<file path="config.mk">
export PLATFORM = sky130hd
export DESIGN_NAME = bus_arbiter
export DESIGN_NICKNAME = d
export VERILOG_FILES = /design/src/rtl/bus_arbiter.sv
export SDC_FILE = /design/constraint.sdc
export NUM_CORES = 1
export LEC_CHECK = 0
export ABC_AREA = 1
export CORE_ASPECT_RATIO = 0.5
export CORE_MARGIN = 2
export CORE_UTILIZATION = 61
export CTS_BUF_LIST = sky130_fd_sc_hd__clkbuf_2 sky130_fd_sc_hd__clkbuf_4 sky130_fd_sc_hd__clkbuf_8
export DETAILED_ROUTE_END_ITERATION = 6
export PLACE_DENSITY = 0.82
export SETUP_SLACK_MARGIN = 0.05
export SYNTH_ARGS = -nofsm -noshare
export SYNTH_HDL_FRONTEND = slang
export SYNTH_SLANG_ARGS = --single-unit
</file>
<file path="constraint.sdc">
create_clock -name clk -period 2.09 [get_ports clk]
set_input_delay 0.209 -clock clk [delete_from_list [all_inputs] [get_ports clk]]
set_output_delay 0.209 -clock clk [all_outputs]
set_load 0.01 [all_outputs]
</file>
<file path="src/rtl/bus_arbiter.sv">
// Four-way round-robin arbiter for a shared tri-state bus.
// Registered one-hot enables, a turnaround gap between drivers and hold-limit preemption.
module bus_arbiter #(
    parameter int MAX_HOLD   = 8,
    parameter int TURNAROUND = 1
) (
    input  logic       clk,
    input  logic       reset,
    input  logic [3:0] req,
    output logic [3:0] grant,
    output logic [1:0] owner,
    output logic       busy
);

    localparam logic [1:0] S_IDLE  = 2'd0;
    localparam logic [1:0] S_TURN  = 2'd1;
    localparam logic [1:0] S_GRANT = 2'd2;

    localparam logic [3:0] TA_LOAD  = 4'(TURNAROUND);
    localparam logic [7:0] HOLD_LIM = 8'(MAX_HOLD - 1);

    logic [1:0] r_state;
    logic [1:0] r_owner;
    logic [1:0] r_ptr;
    logic [3:0] r_grant;
    logic [3:0] r_cnt;
    logic [7:0] r_hold;
    logic       r_busy;

    logic [3:0] w_own_oh;
    logic [3:0] w_others;
    logic [1:0] w_next_ptr;
    logic [1:0] w_idle_win;
    logic [1:0] w_hand_win;
    logic       w_release;

    // First set bit of r found scanning upward from start, wrapping mod 4.
    function automatic logic [1:0] pick(input logic [3:0] r,
                                        input logic [1:0] start);
        logic [1:0] idx;
        pick = start;
        for (int k = 3; k >= 0; k--) begin
            idx = start + 2'(k);
            if (r[idx]) pick = idx;
        end
    endfunction

    assign w_own_oh   = 4'b0001 << r_owner;
    assign w_others   = req & ~w_own_oh;
    assign w_next_ptr = r_owner + 2'd1;
    assign w_idle_win = pick(req, r_ptr);
    assign w_hand_win = pick(w_others, w_next_ptr);
    assign w_release  = !req[r_owner] ||
                        ((r_hold == HOLD_LIM) && (|w_others));

    always_ff @(posedge clk) begin
        if (!reset) begin
            r_state <= S_IDLE;
            r_owner <= 2'd0;
            r_ptr   <= 2'd0;
            r_grant <= 4'd0;
            r_cnt   <= 4'd0;
            r_hold  <= 8'd0;
            r_busy  <= 1'b0;
        end else begin
            case (r_state)
                S_IDLE: begin
                    if (|req) begin
                        r_owner <= w_idle_win;
                        r_cnt   <= TA_LOAD;
                        r_state <= S_TURN;
                        r_busy  <= 1'b1;
                    end
                end
                S_TURN: begin
                    if (!req[r_owner]) begin
                        r_state <= S_IDLE;
                        r_busy  <= 1'b0;
                        r_cnt   <= 4'd0;
                    end else if (r_cnt <= 4'd1) begin
                        r_state <= S_GRANT;
                        r_grant <= w_own_oh;
                        r_hold  <= 8'd0;
                        r_cnt   <= 4'd0;
                    end else begin
                        r_cnt <= r_cnt - 4'd1;
                    end
                end
                S_GRANT: begin
                    if (w_release) begin
                        r_grant <= 4'd0;
                        r_ptr   <= w_next_ptr;
                        r_hold  <= 8'd0;
                        if (|w_others) begin
                            r_owner <= w_hand_win;
                            r_cnt   <= TA_LOAD;
                            r_state <= S_TURN;
                        end else begin
                            r_state <= S_IDLE;
                            r_busy  <= 1'b0;
                        end
                    end else if (r_hold != HOLD_LIM) begin
                        r_hold <= r_hold + 8'd1;
                    end
                end
                default: begin
                    r_state <= S_IDLE;
                    r_grant <= 4'd0;
                    r_busy  <= 1'b0;
                end
            endcase
        end
    end

    assign grant = r_grant;
    assign owner = r_owner;
    assign busy  = r_busy;

endmodule

</file>
==> impl_metrics.tcl, run 1 <==
set metrics [dict create \
    synth.most_common_cell "nand2_1" \
    p_total_mw 2.28 \
    crit_type "register to register" \
    r2r_cells 13 \
    finalCritPeriodShare 0.898 \
    slew_headroom 0.739 \
    rsz0062_at_grt "yes" \
    met1_length_mm 1.99 \
    fin_hold_ws_ns 0.476 \
    drt_iter0_drc 124 \
    ios 13 \
    end_kind "register" \
    path_cells "inv_2 -> ha_1 -> inv_1 -> nand2_1 -> nand2_1 -> nand3_1 -> nand2_1 -> nor2_1 -> o21ai_0 -> nand2_1 -> nand2_1 -> nand2_1 -> nor2_1" \
    final_nets 330 \
    clk_latency_ns 0.26 \
    highest_layer "met4" \
    pwr-share-clk 0.128 \
    ctsHtreeMaxLevel 1 \
    start_util 0.667 \
    setup_viol 0 \
    p_per_area_nw_per_um2 1130 \
    grt_overflow 0 \
    hold_viol 0 \
    syn_inst 298 \
    grt_max_degree 13 \
    p_comb_frac 0.617 \
    clock_path_buffers 2 \
    hold_path.class "register to register" \
    p_int_mw 1.17 \
    viasPerCell 5.40 \
    swShare 0.489 \
    synth_cell_types 28 \
    synth_area_leaders "dfxtp_1 26%, nand2_1 22%, inv_1 8.4%" \
    postSynthAreaPerCell_sq_um 6.00 \
    antenna_found_initial 0 \
    drt_first_pass_iters 5 \
    cts_sinks 23 \
    fin_cells 353 \
    place_inst 349 \
    fin_ws_ns 0.213 \
    utilization 0.754 \
    root_buffer "clkbuf_8" \
    rrSetupSlack_ns 0.21 \
    netlist_area_sq_um 1790 \
    path_max_fanout 5 \
    path_common_cell "nand2_1" \
    wl_per_cell_microns 12.5 \
    outcome "completed" \
    core_sq_um 2680 \
    synth_top_area_share 0.257 \
    globalplace.congestion 0.917 \
    timing.rr.end "owner[0]" \
    cts_tree "built" \
    dp_hpwl_mm 3.42 \
    skew_ns 0.000929 \
    min-delay-start "grant[0]" \
    ant_nets 0 \
    num_rows 13 \
    io_buffers 12 \
    worst_pin_slew_ns 0.390 \
    grt_first_pass_wirelength_mm 7.58 \
    route.met2.wl_mm 2.08 \
    placed_cell_area_sq_um 1970 \
    ys.flop_type "dfxtp_1" \
    seq_area_frac_synth 0.257 \
    timing.fmax_mhz 533 \
    wl_met3_microns 288 \
    design_area_sq_um 2020 \
    grt_use_total 0.281 \
    die_h_microns 42.3 \
    holdPathEnd "grant[0]" \
    grt_pass1_vias 1727 \
    p_seq_frac 0.255 \
    setup_tns_ns 0 \
    vias 1907 \
    postCtsSetupRepairBufs 0 \
    maxCapViolCount 0 \
    cp_slowest_cell "dfxtp_2" \
    worst_ir_drop_vdd_mv 0.848 \
    drive_above_1_share 0.0949 \
    reg2reg_from "owner[0]" \
    critical_path_required_ns 2.29 \
    synth_edf_count 0 \
    slowest_delay_ns 0.38 \
    yosysWarningCount 0 \
    cts_buffers 3 \
    synthTopCellsByCount "106 x nand2_1, 40 x inv_1, 27 x nand3_1, 23 x a21oi_1, 23 x dfxtp_1" \
    leakage_nw 0.997 \
    synthArstFlopShare 0 \
    syn_nets 311 \
    diodes 0 \
    synth_top_area_cell "dfxtp_1" \
    fin_crit_ns 1.88 \
    pre_cts_ws_ns 0.153 \
    dieArea_sq_um 3410 \
    path_clk_slew_ns 0.08 \
    synth.ff_latch_count 23 \
    start_kind "register" \
    p_switching_mw 1.11 \
    wl_mm 4.40 \
    area_delta_synth_final_pct 13.1 \
    hold_depth 2 \
    drc_errors 0 \
    arrival_ns 2.08 \
    drv_slew 0 \
    chipWidth_microns 80.6 \
]
-- placed cells by master (no fill, tap or decap), drive strengths merged --
master,n
clkinv,1
a21oi,23
nor2,23
xnor2,1
o21ai,12
clkbuf,4
ha,7
nand3b,3
nand4,5
xor2,2
nor3,4
o21a,1
dfxtp,23
buf,6
nand2,113
nand3,30
o21bai,1
o211ai,1
clkdlybuf4s50,12
inv,44
-- critical path: cells and delay by family (launching register included) --
kind	cells	cell delay, ns
flops	1	0.38
simple gates	9	0.68
buf+inv	2	0.20
fa+ha+maj	1	0.37
compound gates	1	0.18
-- cell families (layout without fill, tap and decap cells) --
kind of cell	after synthesis	count (layout)	synth area share
AO/OA/AOI/OAI	38	38	0.110
flip-flops	23	23	0.257
AND/OR/NAND/NOR	178	178	0.455
adder cells (fa/ha/maj)	7	7	0.0489
XOR/XNOR	3	3	0.0147
buffers and inverters	49	67	0.114
-- per-layer routing --
metal,vias up,GRT usage
met5,-,0
met4,0,0.0441
met3,4,0.0453
met2,72,0.498
met1,854,0.366
li1,977,-
-- power groups by stage --
stage               combinational (mW)  sequential (mW)  clock (mW)
floorplan                        0.987            0.596           0
global placement                  1.31            0.585           0
detailed placement                1.37            0.589           0
CTS                               1.38            0.579       0.293
global route                      1.57            0.594       0.314
finish                            1.41            0.582       0.291
-- state kept, by name, summed over array words and instances (netlist names) --
register,count
busy,1
grant,4
owner,2
r_cnt,4
r_hold,8
r_ptr,2
r_state,2
-- final cells by class --
cell class                 count  area, sq um
multi-input combinational    226         1130
fill                         217          659
sequential                    23          462
inverter                      45          173
timing repair buffer          18          165
clock buffer                   4         48.8
tap                           37         46.3
-- worst max path at each step --
stage	to	cells past startpoint	start
finish	owner[0]	13	owner[0]
global route	r_hold[4]	14	owner[1]
CTS	owner[0]	13	owner[0]
detailed placement	r_hold[4]	12	req[1]
global placement	owner[0]	12	req[1]
floorplan	owner[0]	15	owner[0]
-- timing repair --
item,in CTS,in global routing
hold buffers,0,0
endpoints found under the setup margin,0,4
resized for setup,0,3
Note: power is estimated with default switching activity, not from simulation.
==> inputs of run 2 (changes only) <==
==> constraint.sdc (replaced) <==
create_clock -name clk -period 2.09 [get_ports clk]
set_input_delay 0.209 -clock clk [delete_from_list [all_inputs] [get_ports clk]]
set_output_delay 0.209 -clock clk [all_outputs]
set_load 0.005 [all_outputs]
==> results of run 2 <==
The final DEF is identical to that of run 1. Status: completed.
Main changes from that run: total power 2.28 mW -> 2.27 mW
==> inputs of run 3 (changes only) <==
--- a/config.mk
+++ b/config.mk
@@ -8,11 +8,12 @@
 export ABC_AREA = 1
 export CORE_ASPECT_RATIO = 0.5
 export CORE_MARGIN = 2
-export CORE_UTILIZATION = 61
+export CORE_UTILIZATION = 55
 export CTS_BUF_LIST = sky130_fd_sc_hd__clkbuf_2 sky130_fd_sc_hd__clkbuf_4 sky130_fd_sc_hd__clkbuf_8
 export DETAILED_ROUTE_END_ITERATION = 6
-export PLACE_DENSITY = 0.82
+export PLACE_DENSITY = 0.78
 export SETUP_SLACK_MARGIN = 0.05
+export SLEW_MARGIN = 5
 export SYNTH_ARGS = -nofsm -noshare
 export SYNTH_HDL_FRONTEND = slang
 export SYNTH_SLANG_ARGS = --single-unit
==> constraint.sdc (replaced) <==
create_clock -name clk -period 1.6 [get_ports clk]
set_input_delay 0.16 -clock clk [delete_from_list [all_inputs] [get_ports clk]]
set_output_delay 0.16 -clock clk [all_outputs]
set_load 0.005 [all_outputs]
==> run 3 against run 2 <==
The run now ends with setup timing left. Critical path depth shrank 2. Clock power grew 25%. Flip-flop and latch count is the same. Sequential share of layout area shrank 2.7 points. Power grew 54%. Worst setup slack lost 0.29 ns. Core utilization grew 1.2 points. Wire length grew 6.8%. Sequential power grew 36%. Non-clock buffer count grew 24. Clock skew grew 0.0020 ns. Design area grew 15%. Critical endpoint is now r_hold[7]. Highest routed layer unchanged.
==> impl_metrics.tcl, run 3 (same netlist as run 1, synthesis figures left out) <==
set metrics [dict create \
    slowest_delay_ns 0.42 \
    drt_first_pass_iters 7 \
    final_common_cell "nand2_1" \
    r2r_cells 11 \
    p_per_area_nw_per_um2 1490 \
    holdBufCountCts 0 \
    crit_type "register to register" \
    finalCritPeriodShare 1.05 \
    arrival_ns 1.87 \
    timing.fmax_mhz 598 \
    chipWidth_microns 84.7 \
    cp-endpoint "r_hold[7]" \
    start_kind "register" \
    place_inst 372 \
    hold_path.class "register to register" \
    utilization 0.766 \
    rsz0062_at_grt "yes" \
    crit_family "simple AND/OR/NAND/NOR gates" \
    path_max_fanout 10 \
    cp_slowest_cell "dfxtp_4" \
    design_area_sq_um 2340 \
    die_h_microns 44.3 \
    reg2reg_from "owner[0]" \
    setup_tns_ns -0.695 \
    pre_cts_ws_ns -0.207 \
    registers.top_by_ff_count "r_hold" \
    slew_headroom 0.779 \
    cts_tree "built" \
    skew_ns 0.00290 \
    wl_mm 4.70 \
    critical_path_required_ns 1.80 \
    cts_sinks 23 \
    root_buffer "clkbuf_8" \
    dp_hpwl_mm 3.36 \
    rrSetupSlack_ns -0.07 \
    largest_register_ffs 8 \
    grt_max_degree 14 \
    placed_cell_area_sq_um 2160 \
    maxCapViolCount 0 \
    grt_pass1_vias 1810 \
    drt_iter0_drc 110 \
    path_cells "buf_4 -> nand2_1 -> nand3_1 -> nand2_2 -> inv_4 -> nand3_4 -> inv_4 -> nand2_4 -> nand2_4 -> nand2_1 -> a21oi_2" \
    ctsHtreeMaxLevel 1 \
    hold_viol 0 \
    start_util 0.587 \
    worst_pin_slew_ns 0.330 \
    clk_latency_ns 0.26 \
    fin_cells 380 \
    leakage_nw 1.13 \
    drive_above_1_share 0.232 \
    num_rows 14 \
    drv_slew 0 \
    grt_use_total 0.254 \
    final_nets 354 \
    cts_buffers 3 \
    fin_hold_ws_ns 0.454 \
    diodes 0 \
    antenna_found_initial 0 \
    end_kind "register" \
    failed_checks "setup timing" \
    setup_viol 18 \
    fin_crit_ns 1.67 \
    area_delta_synth_final_pct 30.6 \
    p_total_mw 3.49 \
    viasPerCell 5.25 \
    worst_ir_drop_vdd_mv 0.739 \
    io_buffers 12 \
    final_cell_mix "98 x nand2_1, 35 x inv_1, 28 x buf_4, 26 x nand3_1, 21 x a21oi_1" \
    grt_first_pass_wirelength_mm 7.66 \
    dieArea_sq_um 3750 \
    worstSetupPathDepth 11 \
    timing.rr.end "r_hold[7]" \
    fin_ws_ns -0.0723 \
    globalplace.congestion 0.904 \
    clock_path_buffers 2 \
    core_sq_um 3050 \
    grt_overflow 0 \
    outcome "complete, but fails checks" \
    wl_per_cell_microns 12.4 \
    ant_nets 0 \
    path_clk_slew_ns 0.08 \
    drc_errors 0 \
    path_buf_inv 3 \
    ios 13 \
    vias 1996 \
    crit_start "owner[0]" \
]
[run 3: final cells by class]
cell class,count,area [sq um]
multi-input combinational,226,1230
fill,241,712
sequential,23,469
timing repair buffer,42,353
inverter,45,189
tap,40,50.0
clock buffer,3,41.3
clock inverter,1,5.00
[run 3: power by group]
| group | internal, mW | leakage, nW | switching, mW |
|---|---|---|---|
| clock network | 0.174 | 0.0255 | 0.190 |
| logic | 1.00 | 0.918 | 1.33 |
| registers | 0.680 | 0.189 | 0.114 |
| total | 1.86 | 1.13 | 1.63 |
[run 3: what timing repair did]
item	4_1_cts	5_1_grt
gates resized for setup	22	12
endpoints found under the hold margin	0	0
pin swaps	19	3
setup buffers	4	0
setup endpoints to repair	22	24
[run 3: per-layer routing]
metal | GRT usage | part of all wire | wire length, microns
met5 | 0 | 0 | 0
met4 | 0.0635 | 0.022 | 102
met2 | 0.472 | 0.47 | 2220
met1 | 0.314 | 0.46 | 2140
met3 | 0.0448 | 0.050 | 233
[run 3: how the worst min path moves through the flow]
stage / slack (ns) / startpoint / depth (start not counted) / to
floorplan: 0.28 / reset / 2 / owner[0]
global placement: 0.45 / grant[2] / 2 / grant[2]
detailed placement: 0.46 / grant[0] / 2 / grant[0]
CTS: 0.46 / grant[2] / 2 / grant[2]
global route: 0.47 / grant[2] / 2 / grant[2]
finish: 0.45 / grant[2] / 2 / grant[2]
[run 3: worst reg2reg max path: cells and delay by family, from the launching register on]
family / cells / cell delay [ns]
AO/OA/AOI/OAI: 1 / 0.12
AND/OR/NAND/NOR: 7 / 0.66
flip-flops: 1 / 0.42
buffers and inverters: 3 / 0.40
